[src/rtl/noc_local_ni.sv]
// Local network interface between a processing element and the L port of router_5p.
// Credit-based flit injection toward the router; buffered ejection with one credit pulse per consumed flit.
module noc_local_ni #(
  parameter int TX_DEPTH = 4,
  parameter int RX_DEPTH = 4,
  parameter int CREDITS  = 4
) (
  input  logic       clk,
  input  logic       rst,
  input  logic       pe_tx_valid,
  output logic       pe_tx_ready,
  input  logic [1:0] pe_tx_dx,
  input  logic [1:0] pe_tx_dy,
  input  logic [3:0] pe_tx_payload,
  output logic [7:0] Data_out,
  output logic       val_out,
  input  logic       ret_in,
  input  logic [7:0] Data_in,
  input  logic       val_in,
  output logic       ret_out,
  output logic       pe_rx_valid,
  input  logic       pe_rx_ready,
  output logic [7:0] pe_rx_data,
  output logic [2:0] credit_cnt,
  output logic       err_credit,
  output logic       err_overflow
);

  localparam int TAW = $clog2(TX_DEPTH);
  localparam int RAW = $clog2(RX_DEPTH);
  localparam logic [2:0] CRED_MAX = 3'(CREDITS);

  logic [7:0] tx_mem_r [TX_DEPTH];
  logic [7:0] rx_mem_r [RX_DEPTH];
  logic [TAW:0] tx_wptr_r, tx_rptr_r;
  logic [RAW:0] rx_wptr_r, rx_rptr_r;
  logic [2:0] credit_cnt_r, credit_nxt_s;
  logic       credit_err_s;
  logic [7:0] data_out_r;
  logic       val_out_r, ret_out_r, err_credit_r, err_overflow_r;
  logic       tx_empty_s, tx_full_s, tx_push_s, issue_s;
  logic       rx_empty_s, rx_full_s, rx_pop_s, rx_wr_s;

  // Extra pointer MSB distinguishes full from empty when the index bits match.
  assign tx_empty_s = (tx_wptr_r == tx_rptr_r);
  assign tx_full_s  = (tx_wptr_r[TAW] != tx_rptr_r[TAW]) && (tx_wptr_r[TAW-1:0] == tx_rptr_r[TAW-1:0]);
  assign rx_empty_s = (rx_wptr_r == rx_rptr_r);
  assign rx_full_s  = (rx_wptr_r[RAW] != rx_rptr_r[RAW]) && (rx_wptr_r[RAW-1:0] == rx_rptr_r[RAW-1:0]);

  assign tx_push_s = pe_tx_valid & ~tx_full_s;
  assign issue_s   = ~tx_empty_s & (credit_cnt_r != 3'd0);
  assign rx_pop_s  = ~rx_empty_s & pe_rx_ready;
  assign rx_wr_s   = val_in & (~rx_full_s | rx_pop_s);

  // Credit next-state: issue consumes, ret_in returns, both together cancel.
  always_comb begin
    credit_nxt_s = credit_cnt_r;
    credit_err_s = 1'b0;
    case ({issue_s, ret_in})
      2'b10: credit_nxt_s = credit_cnt_r - 3'd1;
      2'b01: begin
        if (credit_cnt_r == CRED_MAX) begin
          credit_err_s = 1'b1;
        end else begin
          credit_nxt_s = credit_cnt_r + 3'd1;
        end
      end
      default: credit_nxt_s = credit_cnt_r;
    endcase
  end

  // Injection path: TX FIFO pointers, registered flit stage and credit counter.
  always_ff @(posedge clk) begin
    if (rst) begin
      tx_wptr_r    <= '0;
      tx_rptr_r    <= '0;
      data_out_r   <= 8'h00;
      val_out_r    <= 1'b0;
      credit_cnt_r <= CRED_MAX;
      err_credit_r <= 1'b0;
    end else begin
      if (tx_push_s) begin
        tx_mem_r[tx_wptr_r[TAW-1:0]] <= {pe_tx_dx, pe_tx_dy, pe_tx_payload};
        tx_wptr_r <= tx_wptr_r + 1'b1;
      end
      if (issue_s) begin
        tx_rptr_r <= tx_rptr_r + 1'b1;
      end
      data_out_r   <= issue_s ? tx_mem_r[tx_rptr_r[TAW-1:0]] : 8'h00;
      val_out_r    <= issue_s;
      credit_cnt_r <= credit_nxt_s;
      err_credit_r <= err_credit_r | credit_err_s;
    end
  end

  // Ejection path: RX FIFO, credit return pulse and overflow flag.
  always_ff @(posedge clk) begin
    if (rst) begin
      rx_wptr_r      <= '0;
      rx_rptr_r      <= '0;
      ret_out_r      <= 1'b0;
      err_overflow_r <= 1'b0;
    end else begin
      if (rx_wr_s) begin
        rx_mem_r[rx_wptr_r[RAW-1:0]] <= Data_in;
        rx_wptr_r <= rx_wptr_r + 1'b1;
      end
      if (rx_pop_s) begin
        rx_rptr_r <= rx_rptr_r + 1'b1;
      end
      ret_out_r      <= rx_pop_s;
      err_overflow_r <= err_overflow_r | (val_in & rx_full_s & ~rx_pop_s);
    end
  end

  assign pe_tx_ready  = ~tx_full_s;
  assign Data_out     = data_out_r;
  assign val_out      = val_out_r;
  assign ret_out      = ret_out_r;
  assign pe_rx_valid  = ~rx_empty_s;
  assign pe_rx_data   = rx_empty_s ? 8'h00 : rx_mem_r[rx_rptr_r[RAW-1:0]];
  assign credit_cnt   = credit_cnt_r;
  assign err_credit   = err_credit_r;
  assign err_overflow = err_overflow_r;

endmodule
[config.mk]
export PLATFORM = sky130hd
export DESIGN_NAME = noc_local_ni
export DESIGN_NICKNAME = d
export VERILOG_FILES = /design/src/rtl/noc_local_ni.sv
export SDC_FILE = /design/constraint.sdc
export NUM_CORES = 1
export LEC_CHECK = 0
export ABC_CLOCK_PERIOD_IN_PS = 5600
export CAP_MARGIN = 25
export CORE_MARGIN = 2
export CORE_UTILIZATION = 30
export DETAILED_ROUTE_END_ITERATION = 10
export PLACE_DENSITY = 0.47
export SYNTH_ARGS = -nofsm -noshare
export SYNTH_HDL_FRONTEND = slang
export SYNTH_SLANG_ARGS = --single-unit
[constraint.sdc]
create_clock -name clk -period 5.6 [get_ports clk]
set_clock_uncertainty 0.1 [all_clocks]
set_input_delay 1.68 -clock clk [delete_from_list [all_inputs] [get_ports clk]]
set_output_delay 1.68 -clock clk [all_outputs]
set_load 0.05 [all_outputs]
# == Yosys cells after proc, flatten, opt, wreduce, memory -nomap -nowiden ==
# Memory sizes are Yosys's and may differ from the RTL's. A register that Yosys moved wholly into a read port is not among the register bits.
# Cells that the tools add are included.
# word_totals
register_bits,19
ram_bits,64
in_bits,22
output_inout_bits,25
elab_cells,61
n_memories,2
# memory_table
name,words,width,read_ports,rd_ports_with_merged_regs,wr,line,text
rx_mem_r,4,8,1,1,1,34,logic [7:0] rx_mem_r [RX_DEPTH];
tx_mem_r,4,8,1,1,1,33,logic [7:0] tx_mem_r [TX_DEPTH];
# classes
add_sub_neg,6
n_eq_ne,10
n_mux,13
bitwise,15
n_reduce_logical,6
# ops
op,count
$add 3x1->3 const B,5
$mux 1,8
$mux 8,1
$and 1x1->1,6
$eq 3x3->1,2
$not 1->1,6
$pmux 3 s2,1
$eq 2x2->1,2
$mux 2,2
$eq 3x3->1 const B,1
$mux 3,1
$or 1x1->1,3
$reduce_bool 3->1,1
$sub 3x1->3 const B,1
$eq 2x1->1 const B,1
$eq 2x2->1 const B,1
$logic_and 1x1->1,2
$ne 1x1->1,2
$ne 2x2->1 const B,1
$reduce_and 2->1,1
$reduce_bool 2->1,1
$reduce_or 2->1,1

# == Longest topological paths before layout ==
# depth
word_depth,8
ltp_mapped,8
depth_no_buf,7

# == Worst setup path after synthesis ==
# No wires, ideal clock.
# synth_path
path_type,reg-to-output
startpoint,reg rx_wptr_r[1]
endpoint,out pe_rx_data[0]
arrival_ps,1678
t_required_ps,3820
path_slack_ps,2142
path_stages_with_launch,4
path_buffers,0
cell_sequence,dfxtp_1 -> xor2_1 -> nor3_1 -> nor2b_1
# synth_between
elab_chain_len,2
# synth_lines
item,line,text
"start, declared",36,"logic [RAW:0] rx_wptr_r, rx_rptr_r;"
"start signal, assigned",106,rx_wptr_r <= rx_wptr_r + 1'b1;
$eq 3x3->1,47,assign rx_empty_s = (rx_wptr_r == rx_rptr_r);
$mux 8,121,assign pe_rx_data = rx_empty_s ? 8'h00 : rx_mem_r[rx_rptr_r[RAW-1:0]];
"end, declared",23,"output logic [7:0] pe_rx_data,"
# No other way between the ends.

# == Worst setup path in the final report ==
# layout_path
startpoint,reg rx_wptr_r[0]
endpoint,out pe_rx_data[2]
# The elaborated chain is that of the path after synthesis.

==> flow_metrics.env <==
export IMPL_drt_iter0_drc=38
export IMPL_cap_violations=0
export IMPL_final_cell_mix="64 x edfxtp_1, 46 x clkdlybuf4s50_1, 29 x dfxtp_1, 16 x mux4_2, 16 x nor2_1"
export IMPL_num_antenna_cells=0
export IMPL_layout_drive_gt1_share=0.1458
export IMPL_hold_depth=2
export IMPL_fp_dieH_um=117.1
export IMPL_grt_use_total=0.1111
export IMPL_async_flop_share=0
export IMPL_dpl_hpwl_mm=4.582
export IMPL_cts_sinks=93
export IMPL_critPathSlowestCell="nor3_1"
export IMPL_dr_pass1_iters=4
export IMPL_worstPathBufferInverterCount=1
export IMPL_wire_per_inst_um=14.56
export IMPL_synth_area_um2=3835
export IMPL_tightest_slew_ps=891.7
export IMPL_drc=0
export IMPL_r2r_slack_ps=3070
export IMPL_via_count=2017
export IMPL_power_mw=2.273
export IMPL_rsz0062_at_grt="false"
export IMPL_startpoint="rx_wptr_r[0]$_SDFFE_PP0P_"
export IMPL_fmax_ghz=0.2249
export IMPL_antenna_left=0
export IMPL_die_area_um2=13700
export IMPL_fin_tns_setup_ps=0
export IMPL_ys_seq_elements=93
export IMPL_cts_repair_resized=0
export IMPL_cts_root_buf="clkbuf_16"
export IMPL_final_common_cell="edfxtp_1"
export IMPL_areaGrowthSynthToFinish_pct=25.51
export IMPL_clock_latency_ps=340
export IMPL_grt_antenna_before_repair=0
export IMPL_ctsHoldBuffers=0
export IMPL_final_max_slew_viol_count=0
export IMPL_io_pin_count=47
export IMPL_yosysSeqAreaShare=0.6525
export IMPL_critPathMaxStageDelay_ps=740
export IMPL_syn_inst=237
export IMPL_yosys_warnings=0
export IMPL_critPathRequiredTime_ps=3820
export IMPL_worstPathCellList="xor2_4 > nor3_1 > and2b_1 > clkdlybuf4s50_1"
export IMPL_leakage_nw=1.651
export IMPL_htree_levels=3
export IMPL_ys_types=46
export IMPL_wl_mm=6.801
export IMPL_hold_viol_final=0
export IMPL_synth_area_per_cell_um2=16.18
export IMPL_viasPerCell=4.319
export IMPL_r2r_start="tx_rptr_r[1]$_SDFFE_PP0P_"
export IMPL_cp_max_fo=9
export IMPL_period_share=0.7940
export IMPL_rows=41
export IMPL_max_slew_margin=0.4010
export IMPL_grt_ovfl_total=0
export IMPL_cts_buffers=9
export IMPL_grt_max_degree=16
export IMPL_cts_tree="yes"
export IMPL_post_cts_setup_buffer_count=0
export IMPL_critPathTopFamily="simple AND/OR/NAND/NOR gates"
export IMPL_r2r_end="credit_cnt[2]$_SDFFE_PP1P_"
export IMPL_gp_congestion=0.6869
export IMPL_grt_pass1_vias=2125
export IMPL_synthesis_nets=270
export IMPL_ff2ff_path_depth=7
export IMPL_synth_edf_count=64
export IMPL_hp_start="err_credit$_SDFF_PP0_"
export IMPL_nNetsFinal=323
export IMPL_hold_path_class="reg -> reg"
export IMPL_critPathKind="reg -> out"
export IMPL_synthFlopType="edfxtp_1"
export IMPL_fin_crit_ps=4446
export IMPL_clockBufferDepth=2
export IMPL_hold_path_end="err_credit$_SDFF_PP0_"
export IMPL_status="completed"
export IMPL_p_per_area_nw_per_um2=472.3
export IMPL_crit_path_start_kind="register"
export IMPL_start_util=0.3051
export IMPL_end_kind="primary output"
export IMPL_core_area_um2=12570
export IMPL_cp_data_arrival_time_ps=2670
export IMPL_grt_pass1_wl_mm=10.93
export IMPL_clk_pin_slew_ps=60
export IMPL_ir_drop_uv=171.2
export IMPL_die_width_um=117.1
export IMPL_portBuffers=46
export IMPL_setup_violations=0
worst min-delay path, stage by stage, from the launching register on:
cell     delay (ps)
dfxtp_1         320
a41oi_1          40
nor2_1           70
per-layer routing:
| metal | routed length [um] | global-route usage | share of wire |
|---|---|---|---|
| met2 | 3323 | 0.1827 | 0.49 |
| met3 | 313 | 0.03656 | 0.046 |
| met5 | 0 | 0 | 0 |
| met1 | 3028 | 0.1317 | 0.45 |
| met4 | 136 | 0.05412 | 0.020 |
stage by stage:
stage | hold slack [ps] | setup WS, ps | util | std cells | cell area [um^2]
after floorplan | 394.7 | 2142 | - | 237 | 3835
after detailed placement | 367.9 | 1453 | 0.3579 | 451 | 4498
after global routing | 416.7 | 886.7 | 0.3830 | 467 | 4813
after global placement | 356.2 | 1507 | 0.3579 | 451 | 4498
final | 370.8 | 1154 | 0.3830 | 467 | 4813
after CTS | 382.9 | 1070 | 0.3830 | 467 | 4813
sequential cells by signal, summed over array words and instances, names as in the netlist, 3 cells and up, named ones only:
signal and flops:
Data_out 8, tx_mem_r 32, tx_rptr_r 3, rx_mem_r 32, rx_rptr_r 3, tx_wptr_r 3
rx_wptr_r 3, credit_cnt 3
where the power goes:
group          total [mW]  switching (mW)  internal (mW)  leakage, nW
logic               0.753           0.438          0.315        0.678
clock network       0.641           0.253          0.388        0.154
registers           0.879          0.0750          0.804        0.819
total                2.27           0.765           1.51         1.65
cell usage after synthesis (2+ instances only):
library cell / number / area share
nor3_1: 5 / 0.0065
inv_1: 8 / 0.0078
or3_1: 2 / 0.0033
edfxtp_1: 64 / 0.50
xor2_1: 8 / 0.018
nor2_1: 16 / 0.016
nor2b_1: 14 / 0.023
nand2b_1: 2 / 0.0033
mux2i_1: 6 / 0.016
clkbuf_1: 4 / 0.0039
mux4_2: 16 / 0.094
xnor2_1: 5 / 0.011
and2b_1: 2 / 0.0039
o21ai_0: 3 / 0.0039
ha_1: 10 / 0.033
and2_1: 7 / 0.011
o311ai_0: 2 / 0.0046
xnor2_2: 3 / 0.013
a21oi_1: 5 / 0.0065
dfxtp_1: 29 / 0.15
worst max-delay path by stage:
stage | cells after the start | to
after detailed placement | 4 | pe_rx_data[2]
after global placement | 4 | pe_rx_data[2]
after global routing | 4 | pe_rx_data[3]
after floorplan | 3 | pe_rx_data[0]
after CTS | 4 | pe_rx_data[2]
final | 4 | pe_rx_data[2]
final cells by class:
| cell class | count | area [um^2] |
|---|---|---|
| Clock buffer | 9 | 225.2 |
| Clock inverter | 7 | 90.09 |
| Fill cell | 1221 | 7755 |
| Inverter | 8 | 30.03 |
| Multi-Input combinational cell | 128 | 1260 |
| Sequential cell | 93 | 2502 |
| Tap cell | 172 | 215.2 |
| Timing Repair Buffer | 50 | 490.5 |
logic make-up after synthesis:
kind of cell / synth area share
flip-flops: 0.6525
AND/OR/NAND/NOR: 0.08091
buffers and inverters: 0.01892
AO/OA/AOI/OAI: 0.05057
multiplexers: 0.1096
XOR/XNOR: 0.04959
adder cells (fa/ha/maj): 0.03785
(Power assumes the default switching activity.)
